[src/rtl/clk_set_pkg.sv]
// clk_set_pkg: shared types and constants for the clock-setting path.
// Contents: debounce FSM state type, idle-counter width, default timeout,
// and the 2-bit mode encodings used by the downstream mode counter.
package clk_set_pkg;

    typedef enum logic [1:0] {
        IDLE         = 2'd0,
        WAIT_PRESS   = 2'd1,
        PRESSED      = 2'd2,
        WAIT_RELEASE = 2'd3
    } db_state_t;

    localparam int TG_W            = 5;
    localparam int TIMEOUT_DEFAULT = 20;

    localparam logic [1:0] MODE_RUN = 2'd0;
    localparam logic [1:0] MODE_SEC = 2'd1;
    localparam logic [1:0] MODE_MIN = 2'd2;

    // The debounced level is high once a press is accepted and stays high
    // until the release has been confirmed.
    function automatic logic is_level_high(input db_state_t st);
        return (st == PRESSED) || (st == WAIT_RELEASE);
    endfunction

endpackage

[src/rtl/sec_tick_gen.sv]
// sec_tick_gen: free-running prescaler producing a one-cycle tick per second.
// Ports:
//   ckht     in  system clock
//   rst      in  synchronous reset, active-high
//   sec_tick out registered pulse on the cycle after the counter wraps
// Only rst clears the count, so the tick phase is never realigned.
module sec_tick_gen #(
    parameter int SEC_CYCLES = 50_000_000
) (
    input  logic ckht,
    input  logic rst,
    output logic sec_tick
);

    localparam int PC_W = (SEC_CYCLES > 1) ? $clog2(SEC_CYCLES) : 1;

    logic [PC_W-1:0] pc_q, pc_d;
    logic            tick_q, tick_d;

    always_comb begin
        tick_d = (pc_q == PC_W'(SEC_CYCLES - 1));
        pc_d   = tick_d ? '0 : pc_q + 1'b1;
    end

    always_ff @(posedge ckht) begin
        if (rst) begin
            pc_q   <= '0;
            tick_q <= 1'b0;
        end else begin
            pc_q   <= pc_d;
            tick_q <= tick_d;
        end
    end

    assign sec_tick = tick_q;

endmodule

[src/rtl/btn_mod_ctrl.sv]
// btn_mod_ctrl: mode-button synchroniser/debouncer plus idle-seconds counter.
// Ports:
//   ckht        in  system clock
//   rst         in  synchronous reset, active-high
//   btn_mod     in  raw mode button, active-high, asynchronous
//   act_in      in  activity pulse from the adjust buttons
//   mode_active in  high while the downstream mode is not MODE_RUN
//   ena_db      out one-cycle pulse per accepted press
//   btn_level   out debounced button level
//   sec_tick    out one-cycle pulse every SEC_CYCLES cycles
//   tg_nn       out idle seconds, saturating at TIMEOUT_S
// Optional feature: define BTN_AUTOREPEAT_EN to emit an extra ena_db pulse
// every REPEAT_CYCLES cycles while the button stays pressed.
module btn_mod_ctrl
    import clk_set_pkg::*;
#(
    parameter int DB_CYCLES     = 500_000,
    parameter int SEC_CYCLES    = 50_000_000,
    parameter int TIMEOUT_S     = TIMEOUT_DEFAULT,
    parameter int REPEAT_CYCLES = 25_000_000
) (
    input  logic            ckht,
    input  logic            rst,
    input  logic            btn_mod,
    input  logic            act_in,
    input  logic            mode_active,
    output logic            ena_db,
    output logic            btn_level,
    output logic            sec_tick,
    output logic [TG_W-1:0] tg_nn
);

    localparam int DC_W = (DB_CYCLES > 1) ? $clog2(DB_CYCLES) : 1;

    if ((TIMEOUT_S > 31) || (TIMEOUT_S < 0)) begin : g_chk_timeout
        $error("btn_mod_ctrl: TIMEOUT_S must be within 0..31");
    end
    if (DB_CYCLES < 2) begin : g_chk_db
        $error("btn_mod_ctrl: DB_CYCLES must be at least 2");
    end
    if (REPEAT_CYCLES < 1) begin : g_chk_repeat
        $error("btn_mod_ctrl: REPEAT_CYCLES must be at least 1");
    end

    logic [1:0]      sync_q;
    logic            s;
    db_state_t       state_q, state_d;
    logic [DC_W-1:0] dc_q, dc_d;
    logic            dc_done;
    logic            press;
    logic            ena_q, ena_d;
    logic [TG_W-1:0] tg_q, tg_d;

    assign s = sync_q[1];

    // dc counts the stable samples after the first one, which is consumed
    // by the entry edge; the next increment completing DB_CYCLES samples
    // is the accepting one.
    assign dc_done = ({1'b0, dc_q} + 1'b1) == (DC_W + 1)'(DB_CYCLES - 1);

    always_comb begin
        state_d = state_q;
        dc_d    = dc_q;
        press   = 1'b0;
        case (state_q)
            IDLE: begin
                if (s) state_d = WAIT_PRESS;
            end
            WAIT_PRESS: begin
                if (!s) begin
                    state_d = IDLE;
                end else if (dc_done) begin
                    state_d = PRESSED;
                    press   = 1'b1;
                end else begin
                    dc_d = dc_q + 1'b1;
                end
            end
            PRESSED: begin
                if (!s) state_d = WAIT_RELEASE;
            end
            WAIT_RELEASE: begin
                if (s) begin
                    state_d = PRESSED;
                end else if (dc_done) begin
                    state_d = IDLE;
                end else begin
                    dc_d = dc_q + 1'b1;
                end
            end
            default: state_d = IDLE;
        endcase
        if (state_d != state_q) dc_d = '0;
    end

`ifdef BTN_AUTOREPEAT_EN
    localparam int RC_W = (REPEAT_CYCLES > 1) ? $clog2(REPEAT_CYCLES) : 1;

    logic [RC_W-1:0] rc_q, rc_d;
    logic            stay;
    logic            rep;

    // The counter only runs while the FSM remains in PRESSED; entering
    // PRESSED (fresh press or bounce back from WAIT_RELEASE) starts it at 0.
    always_comb begin
        stay  = (state_q == PRESSED) && s;
        rep   = stay && (rc_q == RC_W'(REPEAT_CYCLES - 1));
        rc_d  = (!stay || rep) ? '0 : rc_q + 1'b1;
        ena_d = press | rep;
    end

    always_ff @(posedge ckht) begin
        if (rst) rc_q <= '0;
        else     rc_q <= rc_d;
    end
`else
    assign ena_d = press;
`endif

    // Any clear source wins over the second-tick increment.
    always_comb begin
        tg_d = (ena_q | act_in | ~mode_active) ? '0 :
               (sec_tick && (tg_q < TG_W'(TIMEOUT_S))) ? tg_q + 1'b1 : tg_q;
    end

    always_ff @(posedge ckht) begin
        if (rst) begin
            sync_q  <= '0;
            state_q <= IDLE;
            dc_q    <= '0;
            ena_q   <= 1'b0;
            tg_q    <= '0;
        end else begin
            sync_q  <= {sync_q[0], btn_mod};
            state_q <= state_d;
            dc_q    <= dc_d;
            ena_q   <= ena_d;
            tg_q    <= tg_d;
        end
    end

    sec_tick_gen #(
        .SEC_CYCLES(SEC_CYCLES)
    ) u_sec_tick_gen (
        .ckht    (ckht),
        .rst     (rst),
        .sec_tick(sec_tick)
    );

    assign ena_db    = ena_q;
    assign btn_level = is_level_high(state_q);
    assign tg_nn     = tg_q;

endmodule

[config.mk]
export PLATFORM = sky130hd
export DESIGN_NAME = btn_mod_ctrl
export DESIGN_NICKNAME = d
export VERILOG_FILES = /design/src/rtl/clk_set_pkg.sv /design/src/rtl/sec_tick_gen.sv /design/src/rtl/btn_mod_ctrl.sv
export SDC_FILE = /design/constraint.sdc
export NUM_CORES = 1
export LEC_CHECK = 0
export CAP_MARGIN = 0
export CORE_MARGIN = 5
export CORE_UTILIZATION = 55
export DETAILED_ROUTE_END_ITERATION = 10
export GPL_TIMING_DRIVEN = 0
export HOLD_SLACK_MARGIN = 0.15
export PLACE_DENSITY_LB_ADDON = 0.25
export SLEW_MARGIN = 20
export SYNTH_ARGS = -nofsm -noshare
export SYNTH_HDL_FRONTEND = slang
export SYNTH_SLANG_ARGS = --single-unit
[constraint.sdc]
create_clock -name ckht -period 3.25 [get_ports ckht]
set_input_delay 0.4875 -clock ckht [delete_from_list [all_inputs] [get_ports ckht]]
set_output_delay 0.4875 -clock ckht [all_outputs]
set_load 0.01 [all_outputs]
==> summary.md <==
| Metric | Value |
|---|---|
| Starting density of the core | `0.577` |
| Vias in the first global route | `2201` |
| Setup slack, reg-to-reg | `220 ps` |
| Number of synthesized flops with an enable pin | `0` |
| Die Y | `81.1 µm` |
| Hold Crit Class | `flip-flop to flip-flop` |
| Post-route core utilization | `0.644` |
| Rows | `25` |
| Met1 GRT Util | `0.251` |
| Max Clk Rate | `0.330 GHz` |
| Synthesis-stage register bit count | `56` |
| Layout cells sized above 1 | `0.0684` |
| Final min period | `3030 ps` |
| Most crowded layer after global routing | `met2` |
| Status | `completed` |
| WL/cell | `13.4 µm` |
| Drt pass-1 iters | `4` |
| Final HPWL DP | `4.05 mm` |
| CTS Sinks | `56` |
| Ys Warns | `0` |
| Hold buffers post-CTS | `0` |
| Clock-pin slew on the worst setup and hold paths | `100 ps` |
| Relative slew margins | `0.408` |
| TritonCTS buffer count | `5` |
| WHS Path Cells | `1` |
| Avg Cell Area, Syn | `8.40 µm²` |
| M2 GR Usage | `0.307` |
| DIE WIDTH | `81.1 µm` |
| Total negative setup slack | `0 ps` |
| Final setup vio count | `0` |
| Post-synthesis sequential area ratio | `0.403` |
| Worst reg2reg path endpoint | `dc_q[4]` |
| Initial antenna violation count | `0` |
| Routed vias | `2342` |
| Antenna Nets Post-Route | `0` |
| Layout area overhead | `11.6%` |
| ANT cells | `0` |
| Clock Path Buffers | `2` |
| Least-Margin Pin Slew | `881 ps` |
| Max-cap violations | `0` |
| Post-CTS Setup Bufs | `0` |
| Die ar. | `0.00658 mm²` |
| CTS tree | `yes` |
| Later-pin clock latency in the skew report | `310 ps` |
| Vias per cell | `5.60` |
| DRT Wirelength | `5.61 mm` |
| RePlAce Congestion | `0.864` |
| Critical path required time | `3460 ps` |
| Reg2reg path depth | `9` |
| Placed insts | `410` |
| Final Non-Filler Cells | `418` |
| GRT Util Overall | `0.190` |
| Worst r2r src | `dc_q[0]` |
| Crit path launch | `dc_q[0]` |
| Critical path peak fanout | `10` |
| Total grt overflow | `0` |
| Worst setup EP type | `flip-flop` |
| Clk_skew | `9.82 ps` |
| PD cells | `382 mW/mm²` |
| Root Buffer Master | `clkbuf_8` |
| Global-route wire length before repair | `9.86 mm` |
| Kind of critical path | `flip-flop to flip-flop` |
| Number of I/O pins | `13` |
| Pin count of the biggest net entering global routing | `18` |
| Mapped cell area | `0.00278 mm²` |
| Synth area leader | `dfxtp_1` |
| Resized cells post-CTS | `0` |
| Core area | `0.00482 mm²` |
| Static Leak | `1.14 nW` |
| Critical Path Source Type | `flip-flop` |
| Hold wc startpoint | `sync_q[0]` |
| Fin crit share | `0.931` |
| Min-Delay Endpoint | `sync_q[1]` |
| VDD IR max | `0.210 mV` |
| WP data arrival | `3240 ps` |
| Max-slew violation count | `0` |
| Gate Count Post-Synth | `331` |
| Initial detailed-routing violation count | `184` |
| Net Count, Synth | `341` |
| Main area contributors after synthesis | `dfxtp_1 (40%), xor2_1 (7.6%), nor2_1 (6.2%)` |
| Clock H-tree levels | `2` |
| Top-area cell type share of the netlist area | `0.403` |
| Unrepaired setup endpoints after global routing | `false` |
| Ys async rst share | `0` |
| Final net count | `360` |
| Number of remaining DRC errors | `0` |
| Final count of hold timing violations | `0` |
| PortBufs | `12` |
| Main synth FF type | `dfxtp_1` |
| Distinct cells, synth | `47` |
| Met3 Use GR | `0.0399` |
-- state kept, by name, summed over array words and instances, names as in the netlist --
register,flops
u_sec_tick_gen.sec_tick,1
u_sec_tick_gen.pc_q,26
sync_q,2
state_q,2
ena_db,1
dc_q,19
tg_nn,5
-- kinds of logic (layout without fill, tap and decap cells) --
family / Yosys count / count (layout) / synth area share
buf+inv: 22 / 42 / 0.0347
flops: 56 / 56 / 0.403
xor+xnor: 34 / 34 / 0.107
simple gates: 165 / 165 / 0.317
compound gates: 49 / 49 / 0.115
fa+ha+maj: 5 / 5 / 0.0225
-- Yosys cell counts, drive strengths merged (5+ instances only) --
| master | number |
|---|---|
| a21oi | 13 |
| and3 | 10 |
| and4 | 6 |
| buf | 6 |
| clkbuf | 9 |
| dfxtp | 56 |
| ha | 5 |
| inv | 7 |
| nand2 | 28 |
| nand3 | 29 |
| nand4 | 10 |
| nor2 | 46 |
| nor3 | 6 |
| nor4 | 7 |
| o21ai | 17 |
| xnor2 | 10 |
| xor2 | 24 |
-- how the worst max path moves through the flow --
stage                     endpoint  slack [ps]  cells after the start
after floorplan            dc_q[4]         460                      9
after global placement     dc_q[4]         210                      9
after detailed placement   dc_q[4]         120                      9
after CTS                  dc_q[4]         110                      9
after global routing       dc_q[4]          50                      8
final                      dc_q[4]         220                      9
-- routing by layer --
metal,up-vias,part of all wire,routed length [µm]
li1,1198,-,-
met1,1081,0.47,2630
met2,55,0.46,2560
met3,8,0.059,333
met4,0,0.015,86
met5,-,0,0
-- final cells by class --
type	instances	area [µm²]
Buffer	15	70.1
Inverter	7	26.3
Multi-Input combinational cell	253	1570
Clock buffer	6	72.6
Sequential cell	56	1120
Tap cell	67	83.8
Timing Repair Buffer	12	120
Fill cell	422	1710
Clock inverter	2	38.8
-- worst max-delay path, cell delays in order, from the launching register on --
cell      delay [ps]
dfxtp_1          500
ha_1             200
nand3_1          180
nor4_2           450
xor2_1           120
or4b_4           540
o41ai_4          480
buf_6            200
o21bai_1          80
a21o_1           180
-- placed cells by master, fill, tap and decap left out, types with 6 or more instances in the layout --
cell	Yosys	routed
a21oi_1	13	13
and3_1	10	10
and4_1	6	6
clkbuf_1	9	10
clkdlybuf4s50_1	0	12
dfxtp_1	56	56
inv_1	7	7
nand2_1	27	27
nand3_1	29	29
nand4_1	8	8
nor2_1	46	46
nor3_1	6	6
o21ai_0	17	17
xnor2_1	10	10
xor2_1	24	24
-- power by group --
| group | total, mW | internal, mW | leakage (nW) | switching (mW) |
|---|---|---|---|---|
| Clock | 0.457 | 0.233 | 0.0558 | 0.224 |
| Combinational | 0.0310 | 0.0126 | 0.630 | 0.0184 |
| Sequential | 0.696 | 0.690 | 0.452 | 0.00524 |
-- through the flow --
step                      cell area, µm²  total power [mW]  setup slack (ps)  hold slack, ps
after global routing                3100              1.24              50.9             487
after CTS                           3100              1.20               109             460
final                               3100              1.18               224             454
after detailed placement            2980             0.743               124             436
after global placement              2980             0.742               214             421
after floorplan                     2780             0.730               457             414
Note: power is estimated with default switching activity, not from simulation.
